<file path="src/rtl/vmu_pkg.sv">
// vmu_pkg: shared opcode, config-select and FSM state constants for the VMU
// channel controller and its address generators.
package vmu_pkg;

  // Selects what an accepted op does: run a load/store op or write one CSR
  typedef enum logic [1:0] {
    CFG_LS     = 2'b00,
    CFG_VLEN   = 2'b01,
    CFG_STRIDE = 2'b10,
    CFG_CHMASK = 2'b11
  } cfg_e;

  // Per-channel load/store opcode; bit0 reads the SPM, bit1 writes it
  typedef enum logic [1:0] {
    LS_NOP   = 2'b00,
    LS_LOAD  = 2'b01,
    LS_STORE = 2'b10,
    LS_COPY  = 2'b11
  } ls_op_e;

  // Controller sequencing states
  typedef enum logic [1:0] {
    ST_IDLE = 2'b00,
    ST_BUSY = 2'b01,
    ST_END  = 2'b10
  } state_e;

  // True when the opcode needs an SPM read each beat
  function automatic logic op_reads(input logic [1:0] op);
    return (op == LS_LOAD) || (op == LS_COPY);
  endfunction

  // True when the opcode needs an SPM write each beat
  function automatic logic op_writes(input logic [1:0] op);
    return (op == LS_STORE) || (op == LS_COPY);
  endfunction

endpackage

</file>
<file path="src/rtl/vmu_chan_ctrl_if.sv">
// vmu_chan_ctrl_if: op handshake, CSR write data and per-channel SPM
// read/write port bundle between the sequencer and the channel controller.
interface vmu_chan_ctrl_if #(
  parameter int NUM_CH = 4,
  parameter int ADDR_W = 32
);
  logic                     i_op_vld;
  logic                     o_op_rdy;
  logic [1:0]               i_op_cfg;
  logic [ADDR_W-1:0]        i_cfg_scalar;
  logic [NUM_CH*2-1:0]      i_ls_op;
  logic [NUM_CH*ADDR_W-1:0] i_ls_base;
  logic                     i_abort;
  logic [NUM_CH-1:0]        o_rden;
  logic [NUM_CH-1:0]        o_wren;
  logic [NUM_CH*ADDR_W-1:0] o_rdaddr;
  logic [NUM_CH*ADDR_W-1:0] o_wraddr;
  logic                     o_busy;
  logic                     o_done;

  modport master (
    output i_op_vld, i_op_cfg, i_cfg_scalar, i_ls_op, i_ls_base, i_abort,
    input  o_op_rdy, o_rden, o_wren, o_rdaddr, o_wraddr, o_busy, o_done
  );

  modport slave (
    input  i_op_vld, i_op_cfg, i_cfg_scalar, i_ls_op, i_ls_base, i_abort,
    output o_op_rdy, o_rden, o_wren, o_rdaddr, o_wraddr, o_busy, o_done
  );
endinterface

</file>
<file path="src/rtl/vmu_agen.sv">
// vmu_agen: one channel's SPM address generator. Produces base + k*stride
// for beat k as registered read/write enables and addresses.
// Optional feature macro: VMU_ADDR_WRAP_EN -- when defined, addresses keep
// only the low SPM_AW bits (wrap modulo 2^SPM_AW); otherwise full ADDR_W.
module vmu_agen #(
  parameter int ADDR_W = 32,
  parameter int SPM_AW = 12
) (
  input  logic              clk,
  input  logic              rst_n,
  input  logic              i_start,
  input  logic              i_step,
  input  logic              i_rd,
  input  logic              i_wr,
  input  logic [ADDR_W-1:0] i_base,
  input  logic [ADDR_W-1:0] i_stride,
  output logic              o_rden,
  output logic              o_wren,
  output logic [ADDR_W-1:0] o_rdaddr,
  output logic [ADDR_W-1:0] o_wraddr
);
`ifdef VMU_ADDR_WRAP_EN
  localparam bit WRAP_EN = 1'b1;
`else
  localparam bit WRAP_EN = 1'b0;
`endif
  localparam int EFF_AW = (WRAP_EN && (SPM_AW < ADDR_W)) ? SPM_AW : ADDR_W;

  function automatic logic [ADDR_W-1:0] low_mask(input int bits);
    logic [ADDR_W-1:0] m;
    m = '0;
    for (int b = 0; b < ADDR_W; b++) begin
      if (b < bits) m[b] = 1'b1;
      else          m[b] = 1'b0;
    end
    return m;
  endfunction

  localparam logic [ADDR_W-1:0] ADDR_MASK = low_mask(EFF_AW);

  logic              r_rd, r_wr;
  logic [ADDR_W-1:0] r_next;
  logic              r_rden, r_wren;
  logic [ADDR_W-1:0] r_rdaddr, r_wraddr;
  logic              w_rd, w_wr;
  logic [ADDR_W-1:0] w_addr;

  // Pick this beat's enables/address: the fresh op on start, the latched op on a step
  always_comb begin
    w_rd   = 1'b0;
    w_wr   = 1'b0;
    w_addr = '0;
    if (i_start) begin
      w_rd   = i_rd;
      w_wr   = i_wr;
      w_addr = i_base & ADDR_MASK;
    end else if (i_step) begin
      w_rd   = r_rd;
      w_wr   = r_wr;
      w_addr = r_next & ADDR_MASK;
    end else begin
      w_rd   = 1'b0;
      w_wr   = 1'b0;
      w_addr = '0;
    end
  end

  // Latch the op, advance the running address (carry out is dropped), register outputs
  always_ff @(posedge clk or negedge rst_n) begin
    if (!rst_n) begin
      r_rd     <= 1'b0;
      r_wr     <= 1'b0;
      r_next   <= '0;
      r_rden   <= 1'b0;
      r_wren   <= 1'b0;
      r_rdaddr <= '0;
      r_wraddr <= '0;
    end else begin
      r_rden   <= w_rd;
      r_wren   <= w_wr;
      r_rdaddr <= w_rd ? w_addr : '0;
      r_wraddr <= w_wr ? w_addr : '0;
      if (i_start) begin
        r_rd   <= i_rd;
        r_wr   <= i_wr;
        r_next <= i_base + i_stride;
      end else if (i_step) begin
        r_next <= r_next + i_stride;
      end else begin
        r_rd   <= 1'b0;
        r_wr   <= 1'b0;
        r_next <= '0;
      end
    end
  end

  assign o_rden   = r_rden;
  assign o_wren   = r_wren;
  assign o_rdaddr = r_rdaddr;
  assign o_wraddr = r_wraddr;

endmodule

</file>
<file path="src/rtl/vmu_chan_ctrl.sv">
// vmu_chan_ctrl: accepts ops from the sequencer, holds the VLEN/STRIDE/CHMASK
// CSRs and runs VLEN one-cycle beats across all LSU channels (IDLE/BUSY/END).
// Optional feature macro: VMU_ADDR_WRAP_EN (SPM address wrap, see vmu_agen).
module vmu_chan_ctrl
  import vmu_pkg::*;
#(
  parameter int NUM_CH = 4,
  parameter int ADDR_W = 32,
  parameter int CNT_W  = 10,
  parameter int SPM_AW = 12
) (
  input  logic           clk,
  input  logic           rst_n,
  vmu_chan_ctrl_if.slave bus
);
  localparam logic [CNT_W-1:0] CNT_ONE = {{(CNT_W-1){1'b0}}, 1'b1};

  state_e              r_state, w_state_nxt;
  logic [CNT_W-1:0]    r_cnt, w_cnt_nxt;
  logic [CNT_W-1:0]    r_vlen;
  logic [ADDR_W-1:0]   r_stride;
  logic [NUM_CH-1:0]   r_chmask;
  logic                r_busy, r_done;
  logic                w_accept, w_start, w_step, w_last;
  logic [NUM_CH-1:0]   w_rden, w_wren;
  logic [NUM_CH*ADDR_W-1:0] w_rdaddr, w_wraddr;

  // Abort blocks acceptance in the same cycle, so it also protects the CSRs
  assign bus.o_op_rdy = (r_state == ST_IDLE) && !bus.i_abort;
  assign w_accept     = bus.i_op_vld && bus.o_op_rdy;
  assign w_last       = (r_cnt == (r_vlen - CNT_ONE));

  // Next state, beat counter and address-generator control
  always_comb begin
    w_state_nxt = r_state;
    w_cnt_nxt   = r_cnt;
    w_start     = 1'b0;
    w_step      = 1'b0;
    if (bus.i_abort) begin
      w_state_nxt = ST_IDLE;
      w_cnt_nxt   = '0;
    end else begin
      case (r_state)
        ST_IDLE: begin
          if (w_accept && (cfg_e'(bus.i_op_cfg) == CFG_LS)) begin
            w_cnt_nxt = '0;
            if (r_vlen != '0) begin
              w_state_nxt = ST_BUSY;
              w_start     = 1'b1;
            end else begin
              w_state_nxt = ST_END;
            end
          end else begin
            w_state_nxt = ST_IDLE;
          end
        end
        ST_BUSY: begin
          if (w_last) begin
            w_state_nxt = ST_END;
          end else begin
            w_step    = 1'b1;
            w_cnt_nxt = r_cnt + CNT_ONE;
          end
        end
        ST_END:  w_state_nxt = ST_IDLE;
        default: w_state_nxt = ST_IDLE;
      endcase
    end
  end

  // State, beat counter and the busy/done outputs, all aligned to the new state
  always_ff @(posedge clk or negedge rst_n) begin
    if (!rst_n) begin
      r_state <= ST_IDLE;
      r_cnt   <= '0;
      r_busy  <= 1'b0;
      r_done  <= 1'b0;
    end else begin
      r_state <= w_state_nxt;
      r_cnt   <= w_cnt_nxt;
      r_busy  <= (w_state_nxt != ST_IDLE);
      r_done  <= (w_state_nxt == ST_END);
    end
  end

  // Configuration CSRs, written only by an accepted non-load/store op
  always_ff @(posedge clk or negedge rst_n) begin
    if (!rst_n) begin
      r_vlen   <= CNT_ONE;
      r_stride <= {{(ADDR_W-1){1'b0}}, 1'b1};
      r_chmask <= '1;
    end else if (w_accept) begin
      case (cfg_e'(bus.i_op_cfg))
        CFG_VLEN:   r_vlen   <= bus.i_cfg_scalar[CNT_W-1:0];
        CFG_STRIDE: r_stride <= bus.i_cfg_scalar;
        CFG_CHMASK: r_chmask <= bus.i_cfg_scalar[NUM_CH-1:0];
        default:    r_vlen   <= r_vlen;
      endcase
    end else begin
      r_vlen <= r_vlen;
    end
  end

  for (genvar c = 0; c < NUM_CH; c++) begin : g_ch
    vmu_agen #(
      .ADDR_W (ADDR_W),
      .SPM_AW (SPM_AW)
    ) u_agen (
      .clk      (clk),
      .rst_n    (rst_n),
      .i_start  (w_start),
      .i_step   (w_step),
      .i_rd     (op_reads(bus.i_ls_op[2*c +: 2]) && r_chmask[c]),
      .i_wr     (op_writes(bus.i_ls_op[2*c +: 2]) && r_chmask[c]),
      .i_base   (bus.i_ls_base[c*ADDR_W +: ADDR_W]),
      .i_stride (r_stride),
      .o_rden   (w_rden[c]),
      .o_wren   (w_wren[c]),
      .o_rdaddr (w_rdaddr[c*ADDR_W +: ADDR_W]),
      .o_wraddr (w_wraddr[c*ADDR_W +: ADDR_W])
    );
  end

  assign bus.o_rden   = w_rden;
  assign bus.o_wren   = w_wren;
  assign bus.o_rdaddr = w_rdaddr;
  assign bus.o_wraddr = w_wraddr;
  assign bus.o_busy   = r_busy;
  assign bus.o_done   = r_done;

endmodule

</file>
<file path="src/flat_wrapper.sv">
// flat-port wrapper written by rule: the top's interface ports become plain ports
module vmu_chan_ctrl_flat import vmu_pkg::*;
#(
  parameter int NUM_CH = 4,
  parameter int ADDR_W = 32,
  parameter int CNT_W  = 10,
  parameter int SPM_AW = 12
)
  (clk, rst_n, bus_i_op_vld, bus_i_op_cfg, bus_i_cfg_scalar, bus_i_ls_op, bus_i_ls_base, bus_i_abort, bus_o_op_rdy, bus_o_rden, bus_o_wren, bus_o_rdaddr, bus_o_wraddr, bus_o_busy, bus_o_done);
  vmu_chan_ctrl_if #(.NUM_CH(NUM_CH), .ADDR_W(ADDR_W)) bus_i ();
  input  logic clk;
  input  logic rst_n;
  input wire logic [$bits(bus_i.i_op_vld)-1:0] bus_i_op_vld;
  input wire logic [$bits(bus_i.i_op_cfg)-1:0] bus_i_op_cfg;
  input wire logic [$bits(bus_i.i_cfg_scalar)-1:0] bus_i_cfg_scalar;
  input wire logic [$bits(bus_i.i_ls_op)-1:0] bus_i_ls_op;
  input wire logic [$bits(bus_i.i_ls_base)-1:0] bus_i_ls_base;
  input wire logic [$bits(bus_i.i_abort)-1:0] bus_i_abort;
  output wire logic [$bits(bus_i.o_op_rdy)-1:0] bus_o_op_rdy;
  output wire logic [$bits(bus_i.o_rden)-1:0] bus_o_rden;
  output wire logic [$bits(bus_i.o_wren)-1:0] bus_o_wren;
  output wire logic [$bits(bus_i.o_rdaddr)-1:0] bus_o_rdaddr;
  output wire logic [$bits(bus_i.o_wraddr)-1:0] bus_o_wraddr;
  output wire logic [$bits(bus_i.o_busy)-1:0] bus_o_busy;
  output wire logic [$bits(bus_i.o_done)-1:0] bus_o_done;
  assign bus_i.i_op_vld = bus_i_op_vld;
  assign bus_i.i_op_cfg = bus_i_op_cfg;
  assign bus_i.i_cfg_scalar = bus_i_cfg_scalar;
  assign bus_i.i_ls_op = bus_i_ls_op;
  assign bus_i.i_ls_base = bus_i_ls_base;
  assign bus_i.i_abort = bus_i_abort;
  assign bus_o_op_rdy = bus_i.o_op_rdy;
  assign bus_o_rden = bus_i.o_rden;
  assign bus_o_wren = bus_i.o_wren;
  assign bus_o_rdaddr = bus_i.o_rdaddr;
  assign bus_o_wraddr = bus_i.o_wraddr;
  assign bus_o_busy = bus_i.o_busy;
  assign bus_o_done = bus_i.o_done;
  vmu_chan_ctrl #(.NUM_CH(NUM_CH), .ADDR_W(ADDR_W), .CNT_W(CNT_W), .SPM_AW(SPM_AW)) u_core (.clk(clk), .rst_n(rst_n), .bus(bus_i));
endmodule
</file>
<file path="config.mk">
export PLATFORM = sky130hd
export DESIGN_NAME = vmu_chan_ctrl_flat
export DESIGN_NICKNAME = d
export VERILOG_FILES = /design/src/rtl/vmu_pkg.sv /design/src/rtl/vmu_chan_ctrl_if.sv /design/src/rtl/vmu_agen.sv /design/src/rtl/vmu_chan_ctrl.sv /design/src/flat_wrapper.sv
export SDC_FILE = /design/constraint.sdc
export NUM_CORES = 1
export LEC_CHECK = 0
export BUFFER_PORTS_ARGS = -buffer_cell sky130_fd_sc_hd__clkbuf_2
export CAP_MARGIN = 10
export CORE_UTILIZATION = 40
export DETAILED_ROUTE_END_ITERATION = 12
export GPL_TIMING_DRIVEN = 0
export HOLD_SLACK_MARGIN = 0.02
export PLACE_DENSITY = 0.67
export SYNTH_ARGS = -nofsm -noshare
export SYNTH_HDL_FRONTEND = slang
export SYNTH_SLANG_ARGS = --single-unit
</file>
<file path="constraint.sdc">
create_clock -name clk -period 4.5 [get_ports clk]
set_input_delay 0.225 -clock clk [delete_from_list [all_inputs] [get_ports clk]]
set_output_delay 0.225 -clock clk [all_outputs]
set_load 0.05 [all_outputs]
</file>
==> results of run 1 <==
-- metal layers --
metal / GRT usage / up-vias / routed length [um]
li1: - / 11900 / -
met1: 0.383 / 12400 / 44800
met2: 0.448 / 897 / 46100
met3: 0.0494 / 201 / 6550
met4: 0.102 / 8 / 3700
met5: 0 / - / 50
-- power groups by stage --
stage          clock network (mW)  logic, mW  registers (mW)
2_1_floorplan                   0       3.85            4.57
3_3_place_gp                    0       4.89            4.95
3_5_place_dp                    0       4.93            4.95
4_1_cts                      4.61       5.09            4.88
5_1_grt                      4.75       5.71            4.89
6_report                     4.55       5.18            4.89
-- through the flow --
step | power (mW) | setup WS (ns)
after floorplan | 8.42 | 1.07
after global placement | 9.85 | -7.35
after detailed placement | 9.89 | -0.105
after CTS | 14.6 | 0.0525
after global routing | 15.4 | 0.0896
final | 14.6 | 0.277
-- placed cells by master (no fill, tap or decap), types with 99 or more instances in the layout --
cell | netlist | final
dfrtp_1 | 446 | 445
a21oi_1 | 201 | 201
ha_1 | 250 | 250
clkbuf_2 | 0 | 442
o21ai_0 | 134 | 134
dlygate4sd3_1 | 0 | 141
xor2_1 | 111 | 111
o22ai_1 | 99 | 99
nor2_1 | 372 | 372
a21o_1 | 139 | 139
xnor2_1 | 139 | 139
a22oi_1 | 129 | 129
nand2_1 | 117 | 117
-- area by class of cell --
cell class / instances / area, um2 / share of cell area
clock inverter: 26 / 323 / 0.00934
buffer: 120 / 579 / 0.0168
inverter: 64 / 240 / 0.00695
tap: 931 / 1160 / 0.0337
antenna: 3 / 7.51 / 0.000217
clock buffer: 70 / 1500 / 0.0434
multi-input combinational: 2240 / 15700 / 0.454
sequential: 452 / 11300 / 0.328
timing repair buffer: 585 / 3730 / 0.108
-- registers in the layout, indices dropped and copies added (netlist names) --
| register | cells |
|---|---|
| u_core.bus.o_busy | 1 |
| u_core.bus.o_done | 1 |
| u_core.g_ch.u_agen.o_rdaddr | 128 |
| u_core.g_ch.u_agen.o_rden | 4 |
| u_core.g_ch.u_agen.o_wraddr | 128 |
| u_core.g_ch.u_agen.o_wren | 4 |
| u_core.g_ch.u_agen.r_next | 128 |
| u_core.r_chmask | 4 |
| u_core.r_cnt | 10 |
| u_core.r_state | 2 |
| u_core.r_stride | 32 |
| u_core.r_vlen | 10 |
-- cell families after synthesis --
family                   after synthesis  share of synthesized area
AO/OA/AOI/OAI                        951                      0.227
XOR/XNOR                             250                     0.0787
adder cells (fa/ha/maj)              258                      0.118
buffers and inverters                184                     0.0293
flip-flops                           452                      0.407
multiplexers                          51                     0.0204
AND/OR/NAND/NOR                      730                      0.119
-- worst register-to-register path, delay by kind of cell (launching register included) --
kind,cells,cell delay [ns]
AND/OR/NAND/NOR,4,0.85
AO/OA/AOI/OAI,1,0.25
flip-flops,1,0.57
buffers and inverters,5,2.19
adder cells (fa/ha/maj),1,0.24
-- worst paths after layout --
kind,startpoint,end,slack (ns),depth (start not counted)
worst max-delay path,u_core.r_vlen[0]$_DFFE_PN1P_,u_core.g_ch[1].u_agen.o_wraddr[31]$_DFF_PN0_,0.28,11
worst min-delay path,bus_i_ls_base[29],u_core.g_ch[0].u_agen.o_wraddr[29]$_DFF_PN0_,0.04,3
worst max register to register,u_core.r_vlen[0]$_DFFE_PN1P_,u_core.g_ch[1].u_agen.o_wraddr[31]$_DFF_PN0_,0.28,11
worst min register to register,u_core.r_vlen[8]$_DFFE_PN0P_,u_core.r_vlen[8]$_DFFE_PN0P_,0.56,1
max in group asynchronous,rst_n,u_core.g_ch[0].u_agen.o_wraddr[18]$_DFF_PN0_,3.27,3
min in group asynchronous,rst_n,u_core.g_ch[1].u_agen.o_wraddr[20]$_DFF_PN0_,0.18,2
-- timing repair --
item / in CTS / in global routing
pin swaps: 0 / 0
setup endpoints to repair: 1 / 21
gates resized for setup: 1 / 8
hold endpoints to repair: 314 / 0
hold buffers: 141 / 0
==> metrics.csv, run 1 <==
stage,metric,value,unit
logic_synthesis,"EDFF count, synth",0,
sta,worst-margin pin slew,1.16,ns
worst_setup_path,worst endpoint required time,4.97,ns
detailed_routing,Pre-antenna DRT Iters,6,
power,total leakage power,17.0,nW
logic_synthesis,"area leader, netlist",dfrtp_1,
detailed_routing,Routed WL per cell,22.5,um
floorplanning,# rows,96,
placement,Placed Instances,4251,
sta,RSZ-0062 raised after global routing,false,
worst_setup_path,"most used cell, CP",clkbuf_1,
logic_synthesis,most common library cells after synthesis,"446 x dfrtp_1, 372 x nor2_1, 250 x ha_1",
floorplanning,Die W,266,um
placement,Placed Area,0.0313,mm2
logic_synthesis,Synth Area per Inst,9.67,um2
clocking,Clock Tree Buf Depth,3,
worst_setup_path,worst-path cell chain,"inv_1, ha_1, or4b_1, buf_2, or3_1, nor2b_1, clkbuf_1, clkbuf_2, clkbuf_1, a22oi_1, nor2_1",
worst_setup_path,Setup CP Type,flip-flop to flip-flop,
logic_synthesis,"Seq/Total Area, Yosys",0.407,
detailed_routing,final WL,101,mm
worst_setup_path,crit path DAT,4.69,ns
placement,Detailed Place HPWL,77.0,mm
power,Pint,9.18,mW
worst_setup_path,CP endpoint kind,flip-flop,
floorplanning,Starting Density,0.405,
grt,GRT Overall Usage,0.281,
floorplanning,Die Area,0.0706,mm2
logic_synthesis,Synth top area share,0.401,
sta,setup TNS,0,ns
floorplanning,core area,0.0687,mm2
status,status,finished clean,
logic_synthesis,most common cell in the netlist,dfrtp_1,
sta,clock skew,0.0122,ns
grt,vias in the first global route,24600,
clocking,TritonCTS Buffers,52,
detailed_routing,DR DRC count,0,
power,clock share of power,0.311,
worst_setup_path,startpoint class of the critical path,flip-flop,
detailed_routing,vias,25300,
flow_run,Max-Cap Viols,0,
worst_setup_path,Bufs and invs on worst path,5,
grt,initial antenna violation count,8,
sta,max-slew violations,0,
floorplanning,num ports,441,
final_layout,fraction of layout cells with a size suffix above 1,0.185,
logic_synthesis,post-synth cell types,76,
sta,final hold violation count,0,
logic_synthesis,Ys Warns,0,
sta,achievable clock frequency,0.237,GHz
detailed_routing,DR iter-0 viols,1915,
sta,fin crit share,0.938,
final_layout,fin nets,3947,
logic_synthesis,most area-consuming cells after synthesis,"dfrtp_1 40%, ha_1 11%, nor2_1 5.0%",
logic_synthesis,synthesized flop and latch total,452,
clocking,Worst-path clk slew,0.06,ns
final_layout,Layout Cells excl Fill,4491,
detailed_routing,Via density,5.64,
logic_synthesis,top_reg_cell synth,dfrtp_1,
sta,count of final setup violators,0,
sta,Hold Slack,0.0403,ns
clocking,CTS H-tree depth,2,
clocking,CTS tree,done,
grt,grt ovf,0,
power,Gate power share,0.354,
logic_synthesis,ys async rst share,1.00,
worst_setup_path,CP max FO,10,
worst_setup_path,Slowest cell on crit path,clkbuf_1,
clocking,CTS Root Cell,clkbuf_16,
power,switching power,5.44,mW
final_layout,final instance area,0.0345,mm2
grt,global-route wire length before repair,150,mm
final_layout,fill count,6441,
worst_setup_path,CP peak stage delay,0.74,ns
power,switching part of the total,0.372,
worst_setup_path,CP top delay family,buffers and inverters,
final_layout,P&R area growth vs syn,24.2,%
grt,largest net degree at the start of global routing,111,
placement,Routability Congestion,0.963,
worst_hold_path,HP Class,input port to flip-flop,
power,sequential share of power,0.335,
power,Worst IR Drop VDD,0.361,mV
logic_synthesis,Synth Cell Area,0.0278,mm2
floorplanning,die height,266,um
final_layout,Layout Utilization,0.503,
sta,fin crit period,4.22,ns
clocking,setup bufs post-CTS,0,
detailed_routing,final antenna-violating net count,0,
logic_synthesis,Mapped Cells,2876,
clocking,Worst-Skew Late Latency,0.60,ns
sta,Max transition margin,0.226,
power,PwrDens,423,mW/mm2
clocking,clk sinks,452,
placement,I/O Buffers,440,
logic_synthesis,net count after synthesis,3308,
Note: power is estimated with default switching activity, not from simulation.
==> inputs of run 2 (changes only) <==
--- a/config.mk
+++ b/config.mk
@@ -5,13 +5,14 @@
 export SDC_FILE = /design/constraint.sdc
 export NUM_CORES = 1
 export LEC_CHECK = 0
+export ABC_AREA = 1
 export BUFFER_PORTS_ARGS = -buffer_cell sky130_fd_sc_hd__clkbuf_2
 export CAP_MARGIN = 10
 export CORE_UTILIZATION = 40
 export DETAILED_ROUTE_END_ITERATION = 12
 export GPL_TIMING_DRIVEN = 0
 export HOLD_SLACK_MARGIN = 0.02
-export PLACE_DENSITY = 0.67
+export PLACE_DENSITY = 0.66
 export SYNTH_ARGS = -nofsm -noshare
 export SYNTH_HDL_FRONTEND = slang
 export SYNTH_SLANG_ARGS = --single-unit
==> metrics.csv, run 2 <==
stage,metric,value,unit,change
worst_setup_path,crit path from,u_core.r_stride[1]$_DFFE_PN0P_,,was u_core.r_vlen[0]$_DFFE_PN1P_
grt,grt ovf,0,,unchanged
power,Pint,8.89,mW,was 9.18 mW
detailed_routing,DR iter-0 viols,3275,,was 1915
placement,Placed Instances,6483,,was 4251
final_layout,fraction of layout cells with a size suffix above 1,0.143,,was 0.185
logic_synthesis,Ys Warns,0,,unchanged
logic_synthesis,synthesized flop and latch total,452,,unchanged
clocking,Clock Tree Buf Depth,3,,unchanged
worst_setup_path,worst-path cell chain,"inv_1, fa_1, o21ai_0, nand2_1, nand2_1, nand2_1, nand2_1, nand3_1, nand3_1, nand2_1, nand3_1, nand2_1",,"was inv_1, ha_1, or4b_1, buf_2, or3_1, nor2b_1, clkbuf_1, clkbuf_2, clkbuf_1, a22oi_1, nor2_1"
final_layout,"commonest non-fill, non-tap cell in the layout",nand2_1,,was dfrtp_1
worst_setup_path,CP endpoint kind,flip-flop,,unchanged
clocking,CTS tree,done,,unchanged
floorplanning,Die Area,0.0864,mm2,was 0.0706 mm2
power,Gate power share,0.372,,was 0.354
grt,global-route wire length before repair,216,mm,was 150 mm
clocking,CTS H-tree depth,2,,unchanged
worst_setup_path,reg2reg end,u_core.g_ch[3].u_agen.r_next[26]$_DFF_PN0_,,was u_core.g_ch[1].u_agen.o_wraddr[31]$_DFF_PN0_
power,total leakage power,23.5,nW,was 17.0 nW
clocking,Worst-Skew Late Latency,0.64,ns,was 0.60 ns
detailed_routing,Routed WL per cell,22.2,um,was 22.5 um
floorplanning,# rows,106,,was 96
grt,initial antenna violation count,4,,was 8
grt,largest net degree at the start of global routing,105,,was 111
detailed_routing,vias,35700,,was 25.3k
logic_synthesis,Mapped Cells,4905,,was 2876
sta,worst-margin pin slew,1.28,ns,was 1.16 ns
clocking,clk sinks,452,,unchanged
logic_synthesis,ys async rst share,1.00,,unchanged
worst_setup_path,Slowest cell on crit path,dfrtp_1,,was clkbuf_1
logic_synthesis,post-synth cell types,45,,was 76
power,switching part of the total,0.427,,was 0.372
power,switching power,6.63,mW,was 5.44 mW
power,Worst IR Drop VDD,0.324,mV,was 0.361 mV
worst_hold_path,end of the worst hold path,u_core.g_ch[1].u_agen.o_rdaddr[1]$_DFF_PN0_,,was u_core.g_ch[0].u_agen.o_wraddr[29]$_DFF_PN0_
power,PwrDens,377,mW/mm2,was 423 mW/mm2
placement,dpl ws,0.352,ns,was -0.105 ns
sta,Hold Slack,0.0452,ns,was 0.0403 ns
worst_setup_path,CP max FO,13,,was 10
sta,fin crit share,0.966,,was 0.938
placement,Detailed Place HPWL,118,mm,was 77.0 mm
grt,vias in the first global route,34400,,was 24.6k
final_layout,fin nets,5985,,was 3947
sta,achievable clock frequency,0.230,GHz,was 0.237 GHz
floorplanning,Die W,294,um,was 266 um
logic_synthesis,Synth Area per Inst,6.95,um2,was 9.67 um2
worst_setup_path,R2R cell count,12,,was 11
worst_hold_path,worst hold stages,5,,was 3
detailed_routing,final WL,149,mm,was 101 mm
logic_synthesis,"EDFF count, synth",0,,unchanged
placement,Routability Congestion,0.970,,was 0.963
clocking,CTS Hold Buffers Added,148,,was 141
final_layout,antenna cell count,0,,was 3
worst_setup_path,CP peak stage delay,1.16,ns,was 0.74 ns
detailed_routing,Pre-antenna DRT Iters,8,,was 6
grt,GRT Overall Usage,0.340,,was 0.281
logic_synthesis,"area leader, netlist",dfrtp_1,,unchanged
sta,Max transition margin,0.147,,was 0.226
final_layout,fill count,8510,,was 6441
sta,Worst Slack Setup Final,0.154,ns,was 0.277 ns
clocking,CTS Root Cell,clkbuf_16,,unchanged
final_layout,P&R area growth vs syn,20.8,%,was 24.2%
final_layout,Layout Utilization,0.490,,was 0.503
logic_synthesis,top_reg_cell synth,dfrtp_1,,unchanged
final_layout,final instance area,0.0412,mm2,was 0.0345 mm2
power,clock share of power,0.303,,was 0.311
clocking,Worst-path clk slew,0.07,ns,was 0.06 ns
logic_synthesis,Synth Cell Area,0.0341,mm2,was 0.0278 mm2
logic_synthesis,most area-consuming cells after synthesis,"dfrtp_1 33%, nand2_1 18%, ha_1 9.2%",,"was dfrtp_1 40%, ha_1 11%, nor2_1 5.0%"
detailed_routing,final antenna-violating net count,0,,unchanged
worst_setup_path,Setup CP Type,flip-flop to flip-flop,,unchanged
worst_hold_path,HP Class,input port to flip-flop,,unchanged
worst_setup_path,Reg2Reg Setup Slack,0.15,ns,was 0.28 ns
worst_hold_path,hold_sp,bus_i_ls_base[33],,was bus_i_ls_base[29]
logic_synthesis,net count after synthesis,5337,,was 3308
placement,Placed Area,0.0378,mm2,was 0.0313 mm2
sta,setup TNS,0,ns,unchanged
final_layout,register area,0.0113,mm2,about the same
worst_setup_path,CP top delay family,flip-flops,,was buffers and inverters
logic_synthesis,Synth top area share,0.328,,was 0.401
clocking,TritonCTS Buffers,54,,was 52
final_layout,"commonest cells after routing, fill and taps aside","1595 x nand2_1, 615 x inv_1, 446 x dfrtp_1, 439 x clkbuf_2, 389 x nor2_1",,"was 445 x dfrtp_1, 442 x clkbuf_2, 372 x nor2_1, 250 x ha_1, 201 x a21oi_1"
sta,fin crit period,4.35,ns,was 4.22 ns
sta,final hold violation count,0,,unchanged
detailed_routing,Via density,5.30,,was 5.64
power,total power,15.5,mW,was 14.6 mW
floorplanning,Starting Density,0.406,,was 0.405
flow_run,Max-Cap Viols,0,,unchanged
placement,I/O Buffers,440,,unchanged
sta,count of final setup violators,0,,unchanged
worst_setup_path,total stage count of the critical path,12,,was 11
worst_setup_path,crit path DAT,4.86,ns,was 4.69 ns
worst_setup_path,worst endpoint required time,5.02,ns,was 4.97 ns
logic_synthesis,most common library cells after synthesis,"1595 x nand2_1, 615 x inv_1, 446 x dfrtp_1",,"was 446 x dfrtp_1, 372 x nor2_1, 250 x ha_1"
detailed_routing,DR DRC count,0,,unchanged
worst_setup_path,"most used cell, CP",nand2_1,,was clkbuf_1
logic_synthesis,most common cell in the netlist,nand2_1,,was dfrtp_1
status,status,finished clean,,unchanged
sta,max-slew violations,0,,unchanged
clocking,Resize count post-CTS,0,,was 1
floorplanning,core area,0.0840,mm2,was 0.0687 mm2
floorplanning,die height,294,um,was 266 um
power,sequential share of power,0.325,,was 0.335
worst_setup_path,FF-to-FF Start,u_core.r_stride[1]$_DFFE_PN0P_,,was u_core.r_vlen[0]$_DFFE_PN1P_
final_layout,Multi-input gate area,0.0197,mm2,was 0.0157 mm2
final_layout,Layout Cells excl Fill,6730,,was 4491
floorplanning,num ports,441,,unchanged
worst_setup_path,startpoint class of the critical path,flip-flop,,unchanged
sta,RSZ-0062 raised after global routing,false,,unchanged
sta,clock skew,0.0255,ns,was 0.0122 ns
worst_setup_path,Bufs and invs on worst path,1,,was 5
logic_synthesis,"Seq/Total Area, Yosys",0.332,,was 0.407
clocking,setup bufs post-CTS,0,,unchanged
-- run 2: cell families after synthesis --
family                     Yosys count  synth area share
AOI/OAI and AO/OA                  702             0.108
adders and majority gates          258            0.0965
buffers and inverters              734            0.0895
and+or+nand+nor                   2612             0.333
muxes                               35            0.0116
xor gates and xnor gates           112            0.0288
DFF                                452             0.332
-- run 2: worst reg2reg max path, delay by kind of cell, from the launching register on --
family	cells	cell delay, ns
adder cells (fa/ha/maj)	1	0.66
buffers and inverters	1	0.76
AO/OA/AOI/OAI	1	0.66
AND/OR/NAND/NOR	9	1.00
flip-flops	1	1.16
-- run 2: final cells by class --
type                       instances  share of cell area
clock inverter                    33             0.00845
timing repair buffer             592              0.0924
multi-input combinational       3719               0.479
tap                             1134              0.0345
inverter                         623              0.0568
buffer                           111              0.0173
clock buffer                      66              0.0369
sequential                       452               0.275
-- run 2: how the worst max path moves through the flow --
stage,to,slack (ns)
after floorplan,u_core.g_ch[1].u_agen.r_next[24]$_DFF_PN0_,2.04
after global placement,u_core.g_ch[1].u_agen.o_wraddr[21]$_DFF_PN0_,-7.20
after detailed placement,u_core.g_ch[1].u_agen.r_next[24]$_DFF_PN0_,0.35
after CTS,u_core.g_ch[1].u_agen.r_next[26]$_DFF_PN0_,0.31
after global routing,u_core.g_ch[1].u_agen.r_next[26]$_DFF_PN0_,0.11
final,u_core.g_ch[3].u_agen.r_next[26]$_DFF_PN0_,0.15
-- run 2: layer usage --
metal | wire length [um] | GRT usage
met5 | 26 | 0
met4 | 7680 | 0.158
met3 | 10500 | 0.0508
met2 | 67700 | 0.554
met1 | 63500 | 0.443
-- run 2: power by group through the flow --
| stage | sequential, mW | combinational [mW] | clock (mW) |
|---|---|---|---|
| 3_3_place_gp | 5.08 | 5.50 | 0 |
| 3_5_place_dp | 5.08 | 5.52 | 0 |
| 4_1_cts | 5.01 | 5.66 | 4.76 |
| 6_report | 5.05 | 5.77 | 4.70 |
| 5_1_grt | 5.01 | 6.39 | 4.90 |
| 2_1_floorplan | 4.55 | 3.92 | 0 |
